<file path="src/rtl/ssd1306_spi_rx_if.sv">
// Register-window and pin bundle between the TinyQV core side and ssd1306_spi_rx.
// The core side (master) drives pins and register strobes; the receiver (slave) answers.
interface ssd1306_spi_rx_if;
  logic [7:0] ui_in;
  logic [7:0] uo_out;
  logic [3:0] address;
  logic       data_write;
  logic [7:0] data_in;
  logic [7:0] data_out;

  modport master (
    output ui_in,
    output address,
    output data_write,
    output data_in,
    input  uo_out,
    input  data_out
  );

  modport slave (
    input  ui_in,
    input  address,
    input  data_write,
    input  data_in,
    output uo_out,
    output data_out
  );
endinterface

</file>
<file path="src/rtl/ssd1306_spi_rx.sv">
// SPI mode-0 receiver that captures the SSD1306 byte stream into a {dc,byte} FIFO.
// Define SSD1306_RX_DECODE_EN to include the PAGE/COLUMN shadow decoder.
module ssd1306_spi_rx #(
  parameter int DEPTH = 4
) (
  input  logic            clk,
  input  logic            rst,
  ssd1306_spi_rx_if.slave bus
);

  localparam int         AW      = (DEPTH > 2) ? 2 : 1;
  localparam logic [2:0] DEPTH_L = 3'(DEPTH);

  localparam logic [3:0] ADDR_STATUS = 4'd0;
  localparam logic [3:0] ADDR_HEAD   = 4'd1;
  localparam logic [3:0] ADDR_DC     = 4'd2;
  localparam logic [3:0] ADDR_PAGE   = 4'd3;
  localparam logic [3:0] ADDR_COLUMN = 4'd4;
  localparam logic [3:0] ADDR_DCLR   = 4'd5;

  logic          sck_s;
  logic          mosi_s;
  logic          cs_n_s;
  logic          dc_s;
  logic          sck_prev_r;
  logic          cs_prev_r;
  logic          sck_rise_s;
  logic          cs_rise_s;
  logic          shift_en_s;
  logic          frame_set_s;
  logic          armed_r;
  logic [2:0]    bit_cnt_r;
  logic [6:0]    shift_r;
  logic          byte_valid_r;
  logic [7:0]    byte_r;
  logic          byte_dc_r;
  logic [8:0]    mem_r [DEPTH];
  logic [AW-1:0] rd_ptr_r;
  logic [AW-1:0] wr_ptr_r;
  logic [2:0]    level_r;
  logic [2:0]    level_next_s;
  logic          ovf_r;
  logic          frame_err_r;
  logic          pop_req_s;
  logic          clr_req_s;
  logic          do_push_s;
  logic          do_pop_s;
  logic          ovf_set_s;
  logic          full_s;
  logic          not_empty_s;
  logic [8:0]    head_s;
  logic [7:0]    page_rd_s;
  logic [7:0]    column_rd_s;
  logic [7:0]    rd_data_s;
  logic          unused_bits_s;

  assign sck_s         = bus.ui_in[1];
  assign mosi_s        = bus.ui_in[2];
  assign cs_n_s        = bus.ui_in[3];
  assign dc_s          = bus.ui_in[4];
  assign unused_bits_s = ^{bus.ui_in[7:5], bus.ui_in[0], bus.data_in[7:2]};

  assign sck_rise_s  = sck_s & ~sck_prev_r;
  assign cs_rise_s   = cs_n_s & ~cs_prev_r;
  assign shift_en_s  = sck_rise_s & ~cs_n_s & armed_r;
  assign frame_set_s = cs_rise_s & (bit_cnt_r != 3'd0);

  assign pop_req_s   = bus.data_write & (bus.address == ADDR_STATUS) & bus.data_in[0];
  assign clr_req_s   = bus.data_write & (bus.address == ADDR_STATUS) & bus.data_in[1];
  assign full_s      = (level_r == DEPTH_L);
  assign not_empty_s = (level_r != 3'd0);
  assign head_s      = mem_r[rd_ptr_r];

  // One-deep history of SCK and CS_n for edge detection
  always_ff @(posedge clk) begin
    if (rst) begin
      sck_prev_r <= 1'b0;
      cs_prev_r  <= 1'b0;
    end else begin
      sck_prev_r <= sck_s;
      cs_prev_r  <= cs_n_s;
    end
  end

  // Shift register, bit counter and the registered completed-byte strobe
  always_ff @(posedge clk) begin
    if (rst) begin
      armed_r      <= 1'b0;
      bit_cnt_r    <= 3'd0;
      shift_r      <= 7'd0;
      byte_valid_r <= 1'b0;
      byte_r       <= 8'h00;
      byte_dc_r    <= 1'b0;
    end else begin
      byte_valid_r <= 1'b0;
      if (cs_n_s) begin
        armed_r <= 1'b1;
      end
      if (frame_set_s) begin
        bit_cnt_r <= 3'd0;
      end else if (shift_en_s) begin
        shift_r   <= {shift_r[5:0], mosi_s};
        bit_cnt_r <= bit_cnt_r + 3'd1;
        if (bit_cnt_r == 3'd7) begin
          byte_valid_r <= 1'b1;
          byte_r       <= {shift_r, mosi_s};
          byte_dc_r    <= dc_s;
        end
      end
    end
  end

  // Push/pop arbitration: a pop frees the slot a simultaneous push needs, an empty pop is void
  always_comb begin
    do_push_s = 1'b0;
    ovf_set_s = 1'b0;
    do_pop_s  = 1'b0;
    if (byte_valid_r) begin
      if (!full_s || pop_req_s) begin
        do_push_s = 1'b1;
      end else begin
        ovf_set_s = 1'b1;
      end
    end else begin
      do_push_s = 1'b0;
    end
    if (pop_req_s && not_empty_s) begin
      do_pop_s = 1'b1;
    end else begin
      do_pop_s = 1'b0;
    end
  end

  // Next FIFO occupancy
  always_comb begin
    level_next_s = level_r;
    case ({do_push_s, do_pop_s})
      2'b10:   level_next_s = level_r + 3'd1;
      2'b01:   level_next_s = level_r - 3'd1;
      default: level_next_s = level_r;
    endcase
  end

  // FIFO storage and pointers
  always_ff @(posedge clk) begin
    if (rst) begin
      for (int i = 0; i < DEPTH; i++) begin
        mem_r[i] <= 9'd0;
      end
      rd_ptr_r <= '0;
      wr_ptr_r <= '0;
      level_r  <= 3'd0;
    end else begin
      if (do_push_s) begin
        mem_r[wr_ptr_r] <= {byte_dc_r, byte_r};
        wr_ptr_r        <= wr_ptr_r + AW'(1'b1);
      end
      if (do_pop_s) begin
        rd_ptr_r <= rd_ptr_r + AW'(1'b1);
      end
      level_r <= level_next_s;
    end
  end

  // Sticky error flags; a new event in the clearing cycle keeps the flag set
  always_ff @(posedge clk) begin
    if (rst) begin
      ovf_r       <= 1'b0;
      frame_err_r <= 1'b0;
    end else begin
      if (ovf_set_s) begin
        ovf_r <= 1'b1;
      end else if (clr_req_s) begin
        ovf_r <= 1'b0;
      end
      if (frame_set_s) begin
        frame_err_r <= 1'b1;
      end else if (clr_req_s) begin
        frame_err_r <= 1'b0;
      end
    end
  end

`ifdef SSD1306_RX_DECODE_EN
  logic [2:0] page_r;
  logic [6:0] column_r;
  logic       addr_clr_s;

  assign addr_clr_s = bus.data_write & (bus.address == ADDR_DCLR);

  // Shadow page/column tracker; sees dropped bytes too since it follows the wire
  always_ff @(posedge clk) begin
    if (rst) begin
      page_r   <= 3'd0;
      column_r <= 7'd0;
    end else if (addr_clr_s) begin
      page_r   <= 3'd0;
      column_r <= 7'd0;
    end else if (byte_valid_r) begin
      if (byte_dc_r) begin
        column_r <= column_r + 7'd1;
      end else if (byte_r[7:3] == 5'b10110) begin
        page_r <= byte_r[2:0];
      end else if (byte_r[7:4] == 4'h0) begin
        column_r[3:0] <= byte_r[3:0];
      end else if (byte_r[7:3] == 5'b00010) begin
        column_r[6:4] <= byte_r[2:0];
      end
    end
  end

  assign page_rd_s   = {5'b00000, page_r};
  assign column_rd_s = {1'b0, column_r};
`else
  assign page_rd_s   = 8'h00;
  assign column_rd_s = 8'h00;
`endif

  // Register read mux
  always_comb begin
    rd_data_s = 8'h00;
    case (bus.address)
      ADDR_STATUS: rd_data_s = {1'b0, level_r, frame_err_r, ovf_r, full_s, not_empty_s};
      ADDR_HEAD:   rd_data_s = not_empty_s ? head_s[7:0] : 8'h00;
      ADDR_DC:     rd_data_s = not_empty_s ? {1'b1, 6'b000000, head_s[8]} : 8'h00;
      ADDR_PAGE:   rd_data_s = page_rd_s;
      ADDR_COLUMN: rd_data_s = column_rd_s;
      default:     rd_data_s = 8'h00;
    endcase
  end

  assign bus.data_out = rd_data_s;
  assign bus.uo_out   = {2'b00, not_empty_s, 5'b00000};

endmodule

</file>
<file path="src/flat_wrapper.sv">
// flat-port wrapper written by rule: the top's interface ports become plain ports
module ssd1306_spi_rx_flat 
#(
  parameter int DEPTH = 4
)
  (clk, rst, bus_ui_in, bus_address, bus_data_write, bus_data_in, bus_uo_out, bus_data_out);
  ssd1306_spi_rx_if bus_i ();
  input  logic clk;
  input  logic rst;
  input wire logic [$bits(bus_i.ui_in)-1:0] bus_ui_in;
  input wire logic [$bits(bus_i.address)-1:0] bus_address;
  input wire logic [$bits(bus_i.data_write)-1:0] bus_data_write;
  input wire logic [$bits(bus_i.data_in)-1:0] bus_data_in;
  output wire logic [$bits(bus_i.uo_out)-1:0] bus_uo_out;
  output wire logic [$bits(bus_i.data_out)-1:0] bus_data_out;
  assign bus_i.ui_in = bus_ui_in;
  assign bus_i.address = bus_address;
  assign bus_i.data_write = bus_data_write;
  assign bus_i.data_in = bus_data_in;
  assign bus_uo_out = bus_i.uo_out;
  assign bus_data_out = bus_i.data_out;
  ssd1306_spi_rx #(.DEPTH(DEPTH)) u_core (.clk(clk), .rst(rst), .bus(bus_i));
endmodule
</file>
<file path="config.mk">
export PLATFORM = sky130hd
export DESIGN_NAME = ssd1306_spi_rx_flat
export DESIGN_NICKNAME = d
export VERILOG_FILES = /design/src/rtl/ssd1306_spi_rx_if.sv /design/src/rtl/ssd1306_spi_rx.sv /design/src/flat_wrapper.sv
export SDC_FILE = /design/constraint.sdc
export NUM_CORES = 1
export LEC_CHECK = 0
export BUFFER_PORTS_ARGS = -buffer_cell sky130_fd_sc_hd__buf_2
export CAP_MARGIN = 40
export CORE_UTILIZATION = 50
export CTS_CLUSTER_DIAMETER = 100
export DETAILED_ROUTE_END_ITERATION = 8
export GPL_ROUTABILITY_DRIVEN = 1
export HOLD_SLACK_MARGIN = 0.15
export PLACE_DENSITY = 0.7
export SYNTH_ARGS = -nofsm -noshare
export SYNTH_HDL_FRONTEND = slang
export SYNTH_SLANG_ARGS = --single-unit
</file>
<file path="constraint.sdc">
create_clock -name clk -period 3.09 [get_ports clk]
set_input_delay 0.1545 -clock clk [delete_from_list [all_inputs] [get_ports clk]]
set_output_delay 0.1545 -clock clk [all_outputs]
set_load 0.005 [all_outputs]
</file>
==> metrics <==
Post-synth EDFFs 36; Synth area leader edfxtp_1; WL final 6298 µm; Synth Warn # 0; port bufs 21; Seq/Total Area, Yosys 55.24%; post-synthesis adder-cell area fraction 2.197%; outcome completed; top-count cell post-synth nor2_1; Die Height 81.87 µm; hold path cells 4; PostCTS Resize Cnt 0; largest family of logic cells by synthesized area simple AND/OR/NAND/NOR gates; Inst Count DP 389; Hold Vio Cnt, Final 0; ys flop type edfxtp_1; total power density per cell area 490.2 mW/mm²; top cell type's share of synthesized area 33.90%; initial antenna violation count 0; max-slew violations 0; worst vdd ir 0.4569 mV; area post-placement 0.003368 mm²; Worst setup EP type register; mapped cell area 0.003189 mm²; final setup TNS 0 ns; Reg2Reg Depth 9; GR Overflow Total 0; Root Driver clkbuf_8; Hold Path Class primary input to register; pin slew with the least headroom to its limit 0.7823 ns; Initial Util 52.93%; DR pass1 iterations 4; combinational power share 4.0%; vias in the first global route 2,138; CTS H-tree lvls 3; DP Worst Slack 0.6000 ns; post-synthesis mux area share 7.258%; clock sinks 70; Hold WS 0.2253 ns; Syn Inst Count 301; Total Nets Final 357; critical path launch point type register; XOR/XNOR Fraction of Synth Area 0.5492%; total CTS buffers 9; Net Sw Power 0.3681 mW; GP Congestion 0.7877; WP data required 3.35 ns; clk_lat worst skew 0.34 ns; CTS tree done; row count 28; layout cells sized above 1 17.37%; DRC viols 0; Die X 81.87 µm; Netlist cell types 48; ant diodes 0; Avg WL per Cell 15.40 µm; first-pass GRT wire length 10,220 µm; post-route cell area 0.003591 mm²; Final Setup Violations 0; Int Pwr 1.392 mW; hpwl dp 4325 µm; critical path fanouts, max 6; min Tclk post-route 2.473 ns; Area contributors post-synth edfxtp_1, dfxtp_1, mux4_2; DRT antenna net count 0; largest net degree at the start of global routing 40; Final Util 59.59%; WP data arrival 2.73 ns; CTS clk-pin slew, worst paths 0.07 ns; CORE AREA 0.006026 mm²; clk_skew 0.006515 ns; clock network power share 38.8%; Max Cap Violations 0; CTS max path bufs 2; I/O pins 39; switching portion of total power 20.91%; #FFs+latches synth 70; FMAX 0.4044 GHz; DR iter-0 viols 206; Slew Limit Headroom 47.41%; Power Total 1.760 mW; Synth top cells by count nor2_1, edfxtp_1, dfxtp_1; worst setup path category register to register; simple-gate share of the synthesized area 17.65%; Die ar. 0.006702 mm²; PnR worst setup slack 0.6170 ns; Leakage 1.271 nW; sequential power share 57.1%; Layout Area Growth over Synthesis 12.59%; syn_area_per_cell 10.60 µm²; Compound-Gate Fraction of Synth Area 11.81%; gr usage total 21.31%; Async S/R FF share, synth 0%; RSZ-0062 raised after global routing false; DR vias 2,251; vias per std cell 5.504; period utilisation layout 80.03%; post-route insts no fill 409
[placed cells by master (no fill, tap or decap), types with 2 or more instances in the layout]
cell type	count
a21o_1	2
a21oi_1	26
a22o_1	7
a32oi_1	2
buf_2	21
buf_4	8
clkbuf_1	2
clkbuf_8	9
clkinv_1	2
conb_1	7
dfxtp_1	34
dlygate4sd3_1	4
edfxtp_1	36
ha_1	4
inv_1	12
mux2_2	2
mux2i_1	4
mux4_2	7
nand2_1	32
nand3_1	12
nor2_1	37
nor2b_1	4
nor3_1	13
o211ai_1	2
o21ai_0	12
o21bai_1	3
xor2_1	2
[kinds of logic (layout without fill, tap and decap cells)]
group / count (synthesis) / after routing
mux: 14 / 14
simple gates: 114 / 114
fa+ha+maj: 5 / 5
xor+xnor: 2 / 2
flops: 70 / 70
compound gates: 60 / 60
buf+inv: 35 / 62
other cells: 1 / 7
[registers in the layout, summed over array words and instances (netlist names), named ones only]
register             count
u_core.cs_prev_r         1
u_core.byte_valid_r      1
u_core.bit_cnt_r         3
u_core.level_r           3
u_core.sck_prev_r        1
u_core.frame_err_r       1
u_core.byte_dc_r         1
u_core.ovf_r             1
u_core.mem_r            36
u_core.byte_r            8
u_core.rd_ptr_r          2
u_core.wr_ptr_r          2
u_core.shift_r           7
u_core.armed_r           1
[routing by layer]
layer  vias up  GRT usage (%)  share of wire, %
li1       1126              -                 -
met1      1075          24.64                44
met2        48          37.36                52
met3         2          6.667               4.2
met4         0          6.667              0.43
met5         -              0                 0
[path summary, 6_finish.rpt]
kind / start / end / slack [ns]
worst max-delay path: u_core.level_r[0]$_SDFFE_PP0P_ / u_core.level_r[2]$_SDFFE_PP0P_ / 0.62
worst min-delay path: bus_data_in[1] / u_core.ovf_r$_SDFFE_PP0P_ / 0.23
worst max register to register: u_core.level_r[0]$_SDFFE_PP0P_ / u_core.level_r[2]$_SDFFE_PP0P_ / 0.62
worst min register to register: u_core.shift_r[6]$_SDFFE_PP0P_ / u_core.byte_r[7]$_SDFFE_PP0P_ / 0.46
[final cells by class]
type | count | area [µm²]
sequential | 70 | 1762
timing repair buffer | 34 | 216.5
tap | 75 | 93.84
inverter | 12 | 45.04
fill | 503 | 2435
clock inverter | 5 | 51.30
clock buffer | 11 | 131.4
multi-input combinational | 202 | 1291
[power by group through the flow]
stage | Combinational [mW] | Clock [mW] | Sequential [mW]
2_1_floorplan | 0.0453 | 0 | 1.02
3_3_place_gp | 0.0655 | 0 | 1.02
3_5_place_dp | 0.0678 | 0 | 1.03
4_1_cts | 0.0719 | 0.703 | 1.01
5_1_grt | 0.0787 | 0.742 | 1.01
6_report | 0.0711 | 0.684 | 1.01
[critical path, stage by stage, from the launching register on]
cell and delay (ns):
dfxtp_1 0.38, nor3b_1 0.52, o22ai_1 0.19, inv_1 0.09
ha_1 0.17, inv_1 0.06, fa_1 0.37, xor2_1 0.16
or3_1 0.31, a21oi_1 0.15
[timing repair]
item	4_1_cts	5_1_grt
hold buffers	4	0
hold endpoints to repair	6	0
buffers inserted	0	0
No activity file was read; power rests on OpenSTA's default activity.
